--- src/rtl/ddi_phase_sequencer_pkg.sv ---
// rtl/ddi_phase_sequencer_pkg.sv - shared encodings for the DDI phase sequencer
package ddi_phase_sequencer_pkg;

  typedef enum logic [1:0] {
    GREEN  = 2'd0,
    YELLOW = 2'd1,
    ALLRED = 2'd2
  } interval_e;

  localparam int PHASE_1   = 0;
  localparam int PHASE_2   = 1;
  localparam int PRIO_BASE = 2;

  // Pointer width stays at least 1 bit so a single-approach build still has a port.
  function automatic int ptr_width(input int n);
    return (n > 1) ? $clog2(n) : 1;
  endfunction

endpackage

--- src/rtl/ddi_rr_arbiter.sv ---
// rtl/ddi_rr_arbiter.sv - combinational round-robin picker over pending priority requests
module ddi_rr_arbiter
  import ddi_phase_sequencer_pkg::*;
#(
  parameter  int NUM_PRIO = 2,
  localparam int PTR_W    = ptr_width(NUM_PRIO)
) (
  input  logic [NUM_PRIO-1:0] pending,
  input  logic [PTR_W-1:0]    ptr,
  output logic [NUM_PRIO-1:0] grant,
  output logic [PTR_W-1:0]    grant_idx,
  output logic                valid
);

  logic [PTR_W-1:0] idx;

  // First pending bit at or above ptr, wrapping; later hits are ignored once valid.
  always_comb begin
    grant     = '0;
    grant_idx = '0;
    valid     = 1'b0;
    idx       = '0;
    for (int i = 0; i < NUM_PRIO; i++) begin
      idx = PTR_W'((int'(ptr) + i) % NUM_PRIO);
      if (!valid && pending[idx]) begin
        valid      = 1'b1;
        grant[idx] = 1'b1;
        grant_idx  = idx;
      end
    end
  end

endmodule

--- src/rtl/ddi_phase_sequencer.sv ---
// rtl/ddi_phase_sequencer.sv - timed GREEN/YELLOW/ALLRED phase sequencer with round-robin priority phases
module ddi_phase_sequencer
  import ddi_phase_sequencer_pkg::*;
#(
  parameter  int NUM_PRIO = 2,
  parameter  int CNT_W    = 16,
  localparam int PHASE_W  = $clog2(NUM_PRIO + 2)
) (
  input  logic                clk,
  input  logic                rst_n,
  input  logic                tick,
  input  logic                hold,
  input  logic [CNT_W-1:0]    green_len,
  input  logic [CNT_W-1:0]    prio_green_len,
  input  logic [CNT_W-1:0]    yellow_len,
  input  logic [CNT_W-1:0]    allred_len,
  input  logic [NUM_PRIO-1:0] prio_req,
  output logic [PHASE_W-1:0]  phase,
  output logic [1:0]          interval,
  output logic                phase_start,
  output logic [NUM_PRIO-1:0] prio_grant,
  output logic [NUM_PRIO-1:0] prio_pending
);

  localparam int PTR_W = ptr_width(NUM_PRIO);

  logic [PHASE_W-1:0]  phase_q, phase_d;
  interval_e           interval_q, interval_d;
  logic [CNT_W-1:0]    count_q, count_d;
  logic [NUM_PRIO-1:0] pending_q, pending_d;
  logic [NUM_PRIO-1:0] grant_q, grant_d;
  logic [PTR_W-1:0]    rr_ptr_q, rr_ptr_d;
  logic                start_q, start_d;
  logic                init_q, init_d;

  logic [NUM_PRIO-1:0] arb_grant;
  logic [PTR_W-1:0]    arb_idx;
  logic                arb_valid;
  logic [PTR_W-1:0]    rr_next;
  logic [NUM_PRIO-1:0] clr;
  logic                expire;

  ddi_rr_arbiter #(
    .NUM_PRIO (NUM_PRIO)
  ) u_arb (
    .pending   (pending_q),
    .ptr       (rr_ptr_q),
    .grant     (arb_grant),
    .grant_idx (arb_idx),
    .valid     (arb_valid)
  );

  // A zero length still occupies one tick.
  function automatic logic [CNT_W-1:0] load_cnt(input logic [CNT_W-1:0] len);
    return (len == '0) ? '0 : len - 1'b1;
  endfunction

  assign rr_next = (arb_idx == PTR_W'(NUM_PRIO - 1)) ? '0 : arb_idx + 1'b1;
  assign expire  = tick && (count_q == '0) && !(interval_q == GREEN && hold);

  always_comb begin
    phase_d    = phase_q;
    interval_d = interval_q;
    count_d    = count_q;
    grant_d    = grant_q;
    rr_ptr_d   = rr_ptr_q;
    start_d    = 1'b0;
    init_d     = init_q;
    clr        = '0;

    if (tick && count_q != '0) begin
      count_d = count_q - 1'b1;
    end

    if (expire) begin
      case (interval_q)
        GREEN: begin
          interval_d = YELLOW;
          count_d    = load_cnt(yellow_len);
        end
        YELLOW: begin
          interval_d = ALLRED;
          count_d    = load_cnt(allred_len);
        end
        default: begin
          interval_d = GREEN;
          start_d    = 1'b1;
          init_d     = 1'b0;
          // The reset ALLRED always hands over to PHASE_1, whatever phase reads.
          if (!init_q && phase_q == PHASE_W'(PHASE_2) && arb_valid) begin
            phase_d  = PHASE_W'(PRIO_BASE) + PHASE_W'(arb_idx);
            grant_d  = arb_grant;
            clr      = arb_grant;
            rr_ptr_d = rr_next;
            count_d  = load_cnt(prio_green_len);
          end else begin
            phase_d  = (!init_q && phase_q == PHASE_W'(PHASE_1)) ? PHASE_W'(PHASE_2)
                                                                 : PHASE_W'(PHASE_1);
            grant_d  = '0;
            count_d  = load_cnt(green_len);
          end
        end
      endcase
    end

    // Set dominates clear so a held level request re-arms immediately.
    pending_d = (pending_q & ~clr) | prio_req;
  end

  always_ff @(posedge clk or negedge rst_n) begin
    if (!rst_n) begin
      phase_q    <= PHASE_W'(PHASE_1);
      interval_q <= ALLRED;
      count_q    <= '0;
      pending_q  <= '0;
      grant_q    <= '0;
      rr_ptr_q   <= '0;
      start_q    <= 1'b0;
      init_q     <= 1'b1;
    end else begin
      phase_q    <= phase_d;
      interval_q <= interval_d;
      count_q    <= count_d;
      pending_q  <= pending_d;
      grant_q    <= grant_d;
      rr_ptr_q   <= rr_ptr_d;
      start_q    <= start_d;
      init_q     <= init_d;
    end
  end

  assign phase        = phase_q;
  assign interval     = interval_q;
  assign phase_start  = start_q;
  assign prio_grant   = grant_q;
  assign prio_pending = pending_q;

endmodule

--- config.mk ---
export PLATFORM = sky130hd
export DESIGN_NAME = ddi_phase_sequencer
export DESIGN_NICKNAME = d
export VERILOG_FILES = /design/src/rtl/ddi_phase_sequencer_pkg.sv /design/src/rtl/ddi_rr_arbiter.sv /design/src/rtl/ddi_phase_sequencer.sv
export SDC_FILE = /design/constraint.sdc
export NUM_CORES = 1
export LEC_CHECK = 0
export CAP_MARGIN = 10
export CORE_MARGIN = 8
export CORE_UTILIZATION = 54
export DETAILED_ROUTE_END_ITERATION = 7
export HOLD_SLACK_MARGIN = 0.02
export PLACE_DENSITY = 0.83
export SLEW_MARGIN = 20
export SYNTH_ARGS = -nofsm -noshare
export SYNTH_HDL_FRONTEND = slang
export SYNTH_SLANG_ARGS = --single-unit
export TNS_END_PERCENT = 20
--- constraint.sdc ---
create_clock -name clk -period 3.9 [get_ports clk]
set_clock_uncertainty 0.05 [all_clocks]
set_input_delay 0.585 -clock clk [delete_from_list [all_inputs] [get_ports clk]]
set_output_delay 0.585 -clock clk [all_outputs]
set_load 0.1 [all_outputs]
======== Yosys cells after proc, flatten, opt, wreduce, memory -nomap -nowiden ========
Cells that the tools add are included.
operators by class
  bitwise gates (word level) .............. 5
  add/sub/neg operators ................... 8
  reduce and logical (&&, ||, !) cells .... 25
  $lt $le $gt $ge ......................... 4
  multiplexer cells ....................... 31
  equal/unequal tests ..................... 2
operator list
  cell                                                         number
  2-to-1 mux 16 bit                                            7
  logical NOT 16 bit                                           5
  subtractor 16 x 1 -> 16 bit (second input constant)          5
  case mux 16 bit (2 select lines)                             1
  nonzero test 16 bit                                          1
  2-to-1 mux 1 bit                                             14
  2-to-1 mux 2 bit                                             6
  logical AND 1 bit                                            10
  equality test 2 x 1 -> 1 bit (second input constant)         2
  logical NOT 2 bit                                            2
  less-than comparator 1 x 2 -> 1 bit (second input constant)  2
  bitwise OR 2 bit                                             2
  case mux 2 bit (2 select lines)                              1
  logical NOT 1 bit                                            3
  AND reduction 3 bit                                          1
  adder 1 bit (second input constant)                          2
  adder 2 x 1 -> 2 bit (first input constant)                  1
  bitwise AND 2 bit                                            1
  demux 1 bit (select 1 bit)                                   2
  >= comparator 1 bit (second input constant)                  2
  NOT 2 bit                                                    1
  AND reduction 2 bit                                          1
  nonzero test 2 bit                                           1
  OR reduction 2 bit                                           1
  NOT 1 bit                                                    1
word-level totals
  register bits ........................... 27
  logic and storage cells ................. 83
  output and inout port bits .............. 9
  input port bits ......................... 70

======== Logic depth before layout (Yosys ltp) ========
Gate-level depths: netlist of run 1.
  depth after elaboration ................. 13
  gate-level depth with buffers ........... 9
  depth with buffers taken out ............ 9

======== Cells and area by module ========
A second synthesis of run 1 with hierarchy kept.
unflattened totals
  cells, all modules ...................... 423
  area, all modules ....................... 3238.1 um^2
modules (own cells, without submodules)
  module               seq. area each (um^2)  cells each  times used  area an instance (um^2)
  ddi_phase_sequencer  678.2                  418         1           3205.6
  ddi_rr_arbiter       0.0                    5           1           32.5

======== Least setup slack after synthesis of run 1 ========
No wires, ideal clock.
  path kind ............................... input to register
  start point ............................. input port yellow_len[0]
  end point ............................... register count_q[3]
  data arrival time ....................... 2.392 ns
  slack ................................... 1.323 ns
  buffers on the path ..................... 1
  library setup time ...................... 0.135 ns
  cell stages on the path ................. 9
  required time ........................... 3.715 ns
  path through ............................ inv_1 > ha_1 > nor3b_1 > nand2_1 > o21ai_0 > clkbuf_1 > nor2_1 > a211oi_1 > o21ai_0
between the ends
  longest elaborated chain between the ends .. 4
  elaborated cells between the ends (all ways) .. 5
  classes of those cells .................. add/sub: 1; mux: 3; reduce/logical: 1
RTL lines
  item                                                                      line                        text
  start, declared                                                           ddi_phase_sequencer.sv:15   input logic [CNT_W-1:0] yellow_len,
  subtractor 16 x 1 -> 16 bit / logical NOT 16 bit (equally long branches)  ddi_phase_sequencer.sv:55   return (len == '0) ? '0 : len - 1'b1;
  2-to-1 mux 16 bit (*)                                                     ddi_phase_sequencer.sv:55
  case mux 16 bit (2 select lines) (*)                                      ddi_phase_sequencer.sv:76   case (interval_q)
  2-to-1 mux 16 bit (*)                                                     ddi_phase_sequencer.sv:75   if (expire) begin
  end signal, assigned                                                      ddi_phase_sequencer.sv:123  count_q <= count_d;
  end, declared                                                             ddi_phase_sequencer.sv:29   logic [CNT_W-1:0] count_q, count_d;
Every way passes the cells marked *; elsewhere a longest branch is shown, timed or not.
A chain may end at the register's enable or synchronous reset.

======== Worst setup path in the final report of run 1 ========
  start point ............................. input port allred_len[12]
  end point ............................... register count_q[6]
between the ends
  longest elaborated chain between the ends .. 4
RTL lines
  item                              line                       text
  start, declared                   ddi_phase_sequencer.sv:16  input logic [CNT_W-1:0] allred_len,
  logical NOT 16 bit                ddi_phase_sequencer.sv:55
  2-to-1 mux 16 bit                 ddi_phase_sequencer.sv:55
  case mux 16 bit (2 select lines)  ddi_phase_sequencer.sv:76
  2-to-1 mux 16 bit                 ddi_phase_sequencer.sv:75
Every way passes these cells.

==> summary.txt, run 1 <==
Outcome
  • Status: complete, no violations

Synthesis
  • Syn Area/Cell: between 7 and 8 um2
  • Largest family of logic cells by synthesized area: simple AND/OR/NAND/NOR gates
  • Yosys Warn Count: 0
  • Mux cell area share after synthesis: under 10%
  • Most frequent cell after synthesis: nor2_1
  • Post-synthesis cell area: 3060 um2
  • Cell variety after synth: 57
  • Synth top area share: between 20% and 30%
  • Synth Area in Compound Gates: 23.2%
  • Sequential share of the synthesized area: approximately 22%
  • Synth area leader: dfrtp_1
  • Post-Syn Nets: roughly 470
  • Area contributors post-synth: dfrtp_1 (20%), xnor2_1 (7.7%), xor2_1 (5.7%)
  • Simple-gate portion of the synthesized area: between 30% and 40%
  • Most frequent cells after synthesis: nor2_1 (32), xnor2_1 (27), nor3_1 (26)
  • Top FF cell, synth: dfrtp_1
  • Mapped Cells: a little under 400
  • Adder-cell share of the synthesized area: 3.27%
  • Register bit total from synthesis: 27
  • Synth Area in XOR/XNOR: a little over an eighth
  • EDFF count, synth: 0
  • Fraction of registers with async set/reset: between 90% and 100%

Layout
  • Fillers: approximately 440
  • Ant. Diodes: 0
  • Area of the multi-input gates: around 2300 um2
  • Synth-to-Final Area Change: 31.0%
  • Final #Nets: about 550
  • FF+latch area: 678 um2
  • Post-route cell area: between 4000 and 5000 um2
  • Layout cells sized above 1: 7.37%

Die
  • Die Wd: around 91 um
  • Row count: 27
  • Num ports: slightly below 80
  • Starting Density: a little under three fifths
  • Core box area: between 5000 and 6000 um2
  • Die area: 8340 um2
  • Die Y: about 91 um

Pwr
  • Power Density: 253 nW/um2
  • Power share of the clock group: 16.5%
  • Switching share of power: between 30% and 40%
  • Peak VDD IR: 0.144 mV
  • Combinational power share: between 40 and 50%
  • Cell leakage power: between 1 and 1.5 nW
  • Sequential power share: approximately 43%
  • P_sw: approximately 0.39 mW
  • Int Power: roughly 0.62 mW

Clocking
  • Cts hold-fix bufs: 0
  • Postcts setup bufs: 0
  • Clock Sinks: 27
  • Clock Latency Late Sink: roughly 0.29 ns
  • Maximum clock path buffer count: 2
  • Post-cts gate resize count: 0
  • Root Driver: clkbuf_8
  • CTS tree: yes
  • CTS clock-pin slew for the worst setup and hold paths: around 0.10 ns
  • CTS buffer count: 3
  • H-tree levels: 1

Drt
  • Initial drt markers: 282
  • Via density: 6.30
  • Post-route DRC: 0
  • Vias: 3,446
  • Drt first pass iters: 5
  • Detail Route Antenna Nets: 0
  • Wire length per cell: around 18 um
  • Drt total wl: just under 10,000 um

Timing
  • Min Clock Period, post-route: between 3 and 4 ns
  • Total Neg Setup Slack: 0 ns
  • Final setup viols: 0
  • Pins over their slew limit: 0
  • Final hold violation count: 0
  • Slew @ Worst Pin: slightly below 1 ns
  • RSZ-0062 raised after global routing: no
  • Peak Freq: 317 MHz
  • Slew HR: approximately a third
  • Tcrit/Tclk final: 80.9%

Worst setup path
  • CP Max Fanout: 15
  • CP Capture Type: flop
  • CP cell instances: clkdlybuf4s50_1, or4_1, or3b_2, o21ai_2, nor2_1, a2111oi_0, a21oi_1
  • R2R Setup Slk: about 1.1 ns
  • Worst flop-to-flop path endpoint: prio_pending[0]
  • Reg-to-reg startpoint: count_q[4]
  • Slowest CP cell: or4_1
  • WS Path Type: input pin to flop
  • CP arrival: 3.26 ns
  • CP peak stage delay: 0.57 ns
  • Crit path launch type: input pin
  • Worst setup path endpoint: count_q[6]
  • Crit path launch: allred_len[12]
  • CP Data Required Time: around 4.0 ns
  • Worst reg-to-reg path cell count: 6

GRT
  • Grt total ovfl: 0
  • Vias in the first global route: about 3,400
  • Initial antenna violation count: 0
  • Global-route wire length before repair: about 16,000 um
  • Largest net degree at the start of global routing: 28
  • GR Util All Layers: a little under a quarter

Placement
  • GPL Wtd Cong: just over 0.9
  • DP Area: roughly 4000 um2
  • IO Port Bufs: 78
  • Post-DP HPWL: ~8000 um

Worst hold path
  • Worst hold path type: flop to flop

Run
  • # Max-Cap Violations: 0
-- layer usage --
layer / vias up / routed length [um] / share of wire [%] / GRT usage (%)
li1: 1663 / - / - / -
met2: 173 / 4610 / 48 / 37.5
met1: 1595 / 4110 / 43 / 28.8
met5: - / 0 / 0 / 0
met4: 0 / 138 / 1.4 / 7.23
met3: 15 / 814 / 8.4 / 4.44
-- cell usage in the layout, fill, tap and decap left out, drive strengths merged, types with 6 or more instances in the layout --
cell type,count
nand2,23
or4,12
nor3b,6
buf,10
a21oi,16
nor3,26
nor2b,6
nand3,16
o22ai,16
inv,17
nand4,10
nor2,32
clkdlybuf4s50,78
a21o,6
dfrtp,25
nor4,15
ha,8
o21ai,23
o31ai,7
xor2,20
or3,8
xnor2,27
-- final cells by class --
class | instances | area share [%]
inverters | 17 | 1.59
clock inverters | 1 | 0.187
multi-input cells | 339 | 56.7
flip-flops and latches | 27 | 16.9
well taps | 72 | 2.25
clock buffers | 3 | 1.03
repair buffers | 88 | 21.3
-- power groups by stage --
stage / sequential (mW) / combinational (mW) / clock (mW)
2_1_floorplan: 0.409 / 0.244 / 0
3_3_place_gp: 0.425 / 0.404 / 0
3_5_place_dp: 0.431 / 0.409 / 0
4_1_cts: 0.425 / 0.411 / 0.168
5_1_grt: 0.443 / 0.455 / 0.177
6_report: 0.431 / 0.416 / 0.168
-- per-stage QoR --
step	power (mW)	util (%)	std cells	setup slack (ns)	hold slack [ns]
after floorplan	0.653	-	395	1.32	0.239
after global placement	0.829	71.9	543	0.624	0.413
after detailed placement	0.840	71.9	543	0.518	0.428
after CTS	1.00	72.8	547	0.806	0.451
after global routing	1.07	72.8	547	0.620	0.492
final	1.02	72.8	547	0.746	0.450
-- sequential cells by signal (all words and copies together), names as in the netlist --
register / flops
count_q: 16
prio_grant: 2
rr_ptr_q: 1
phase: 2
phase_start: 1
init_q: 1
interval: 2
prio_pending: 2
-- logic make-up (layout without fill, tap and decap cells) --
| kind of cell | Yosys count | count (layout) |
|---|---|---|
| muxes | 8 | 8 |
| adders and majority gates | 8 | 8 |
| DFF | 27 | 27 |
| AOI/OAI and AO/OA | 103 | 103 |
| buffers and inverters | 29 | 109 |
| xor gates and xnor gates | 47 | 47 |
| and+or+nand+nor | 173 | 173 |
-- critical path, delay by kind of cell --
kind | cells | cell delay (ns)
AND/OR/NAND/NOR | 3 | 1.16
AO/OA/AOI/OAI | 3 | 1.03
buffers and inverters | 1 | 0.47
-- worst min-delay path by stage --
stage,startpoint,end,slack [ns],depth (start not counted)
2_1_floorplan,rst_n,count_q[0],0.24,0
3_3_place_gp,prio_grant[1],prio_grant[1],0.41,2
3_5_place_dp,prio_grant[1],prio_grant[1],0.43,2
4_1_cts,prio_grant[1],prio_grant[1],0.45,2
5_1_grt,init_q,init_q,0.49,1
6_report,prio_grant[1],prio_grant[1],0.45,2
(Power assumes the default switching activity.)
==> inputs of run 2 (changes only) <==
Settings changed: CORE_UTILIZATION 54 to 45, PLACE_DENSITY 0.83 to 0.74.
Clock period 3.9 ns to 2.6 ns, I/O delays scaled along.
==> summary.txt, run 2 (synthesis gave the netlist of run 1 again) <==
Drt
  • Initial drt markers: approximately 310
  • Vias: between 3,000 and 4,000
  • Wire length per cell: between 15 and 20 um
  • Post-route DRC: 0
  • Drt total wl: 10,600 um
  • Detail Route Antenna Nets: 0
  • Drt first pass iters: 5
  • Via density: 5.97

Worst hold path
  • Worst hold path type: input pin to async pin

Timing
  • Setup slack after layout: 0.0467 ns
  • Peak Freq: about 400 MHz
  • Hold Slack: roughly 0.42 ns
  • Tcrit/Tclk final: 98.2%
  • Min Clock Period, post-route: 2.55 ns
  • Final hold violation count: 0
  • Pins over their slew limit: 0
  • Final setup viols: 0
  • RSZ-0062 raised after global routing: yes
  • Slew HR: between 60% and 70%
  • Slew @ Worst Pin: approximately 0.54 ns

Worst setup path
  • CP peak stage delay: around 0.55 ns
  • WS Path Type: input pin to flop
  • CP top delay family: simple AND/OR/NAND/NOR gates
  • CP cell instances: clkdlybuf4s50_1, or4_1, or3b_2, o21ai_4, buf_4, o221ai_1, a21oi_1, nor2_1
  • CP arrival: 2.67 ns
  • CP Max Fanout: 9
  • Worst path bufs/invs: 2
  • CP Data Required Time: about 2.7 ns
  • Crit path launch type: input pin
  • CP Capture Type: flop
  • Slowest CP cell: or4_1

Layout
  • Final #Nets: 622
  • Most flops, register: count_q
  • Ant. Diodes: 0
  • Commonest cells after routing, fill and taps aside: buf_4 (86), clkdlybuf4s50_1 (69), nor2_1 (31)
  • Post-route core utilization: about 68%
  • Layout cells sized above 1: a little over a fifth
  • Post-route cell area: around 4500 um2
  • Synth-to-Final Area Change: 48.5%
  • Most common cell after layout, fill and taps aside: buf_4
  • Max FFs per register: 16

Clocking
  • Clock Sinks: 27
  • CTS clock-pin slew for the worst setup and hold paths: about 0.09 ns
  • Root Driver: clkbuf_8
  • H-tree levels: 1
  • CTS buffer count: 3
  • Clock Latency Late Sink: 0.27 ns
  • CTS tree: yes
  • Maximum clock path buffer count: 2
  • Cts hold-fix bufs: 0

GRT
  • Largest net degree at the start of global routing: 28
  • Grt total ovfl: 0
  • Vias in the first global route: 3,650
  • GR Util All Layers: between 20% and 30%
  • Initial antenna violation count: 0
  • Global-route wire length before repair: ~17,000 um

Placement
  • IO Port Bufs: 78
  • Place WS: -0.251 ns
  • GPL Wtd Cong: 0.938
  • Post-DP HPWL: approximately 9000 um
  • DP Area: ~4500 um2

Outcome
  • Status: complete, no violations

Pwr
  • Power Density: roughly 360 nW/um2
  • Cell leakage power: about 1.7 nW
  • Overall power: 1.64 mW
  • Peak VDD IR: between 0.15 and 0.2 mV

Run
  • # Max-Cap Violations: 0

Die
  • Num ports: 79
  • Row count: 30
  • Starting Density: 45.8%
  • Die Wd: between 90 and 100 um
  • Core box area: 6680 um2
  • Die Y: between 90 and 100 um
  • Die area: between 9000 and 10,000 um2
run 2: repair_timing:
item | CTS | global route
resized for setup | 0 | 6
setup endpoints to repair | 0 | 11
setup buffers | 0 | 1
run 2: cell type report:
type / count / area, um2
Multi-Input combinational cell: 339 / 2300
Fill cell: 558 / 2140
Timing Repair Buffer: 156 / 1360
Sequential cell: 27 / 678
Tap cell: 80 / 100
Inverter: 17 / 63.8
Clock buffer: 4 / 45.0
run 2: layer usage:
| layer | GRT usage [%] | part of all wire, % | wire [um] | vias up |
|---|---|---|---|---|
| li1 | - | - | - | 1818 |
| met1 | 26.5 | 43 | 4520 | 1722 |
| met2 | 36.0 | 48 | 5150 | 155 |
| met3 | 3.52 | 6.9 | 738 | 22 |
| met4 | 7.20 | 2.0 | 213 | 0 |
| met5 | 0 | 0 | 0 | - |
run 2: per-stage QoR:
step | TNS (ns) | std cells
2_1_floorplan | 0 | 395
3_3_place_gp | -2.09 | 618
3_5_place_dp | -2.91 | 618
4_1_cts | 0 | 622
5_1_grt | -0.0225 | 623
6_report | 0 | 623
run 2: worst reg2reg max path: cells and delay by family (launching register included):
kind,cells,cell delay [ns]
AOI/OAI and AO/OA,3,0.59
DFF,1,0.42
xor gates and xnor gates,1,0.17
and+or+nand+nor,2,1.14
run 2: power breakdown:
part / switching (mW) / internal, mW / leakage [nW]
clock network: 0.132 / 0.110 / 0.0228
logic: 0.382 / 0.410 / 1.38
registers: 0.0929 / 0.514 / 0.333
run 2: worst paths after layout:
check	from	endpoint	slack, ns	cells after the start
max	allred_len[12]	count_q[1]	0.05	8
min	rst_n	phase[0]	0.42	2
max reg2reg	count_q[4]	count_q[15]	0.13	6
min reg2reg	prio_grant[1]	prio_grant[1]	0.44	2
max in group asynchronous	rst_n	interval[1]	1.76	2
min in group clk	prio_grant[1]	prio_grant[1]	0.44	2
==> inputs of run 3 (changes only) <==
Settings changed: HOLD_SLACK_MARGIN 0.02 to unset.
==> results of run 3 <==
Final layout, timing and power as in run 2 (identical DEF).
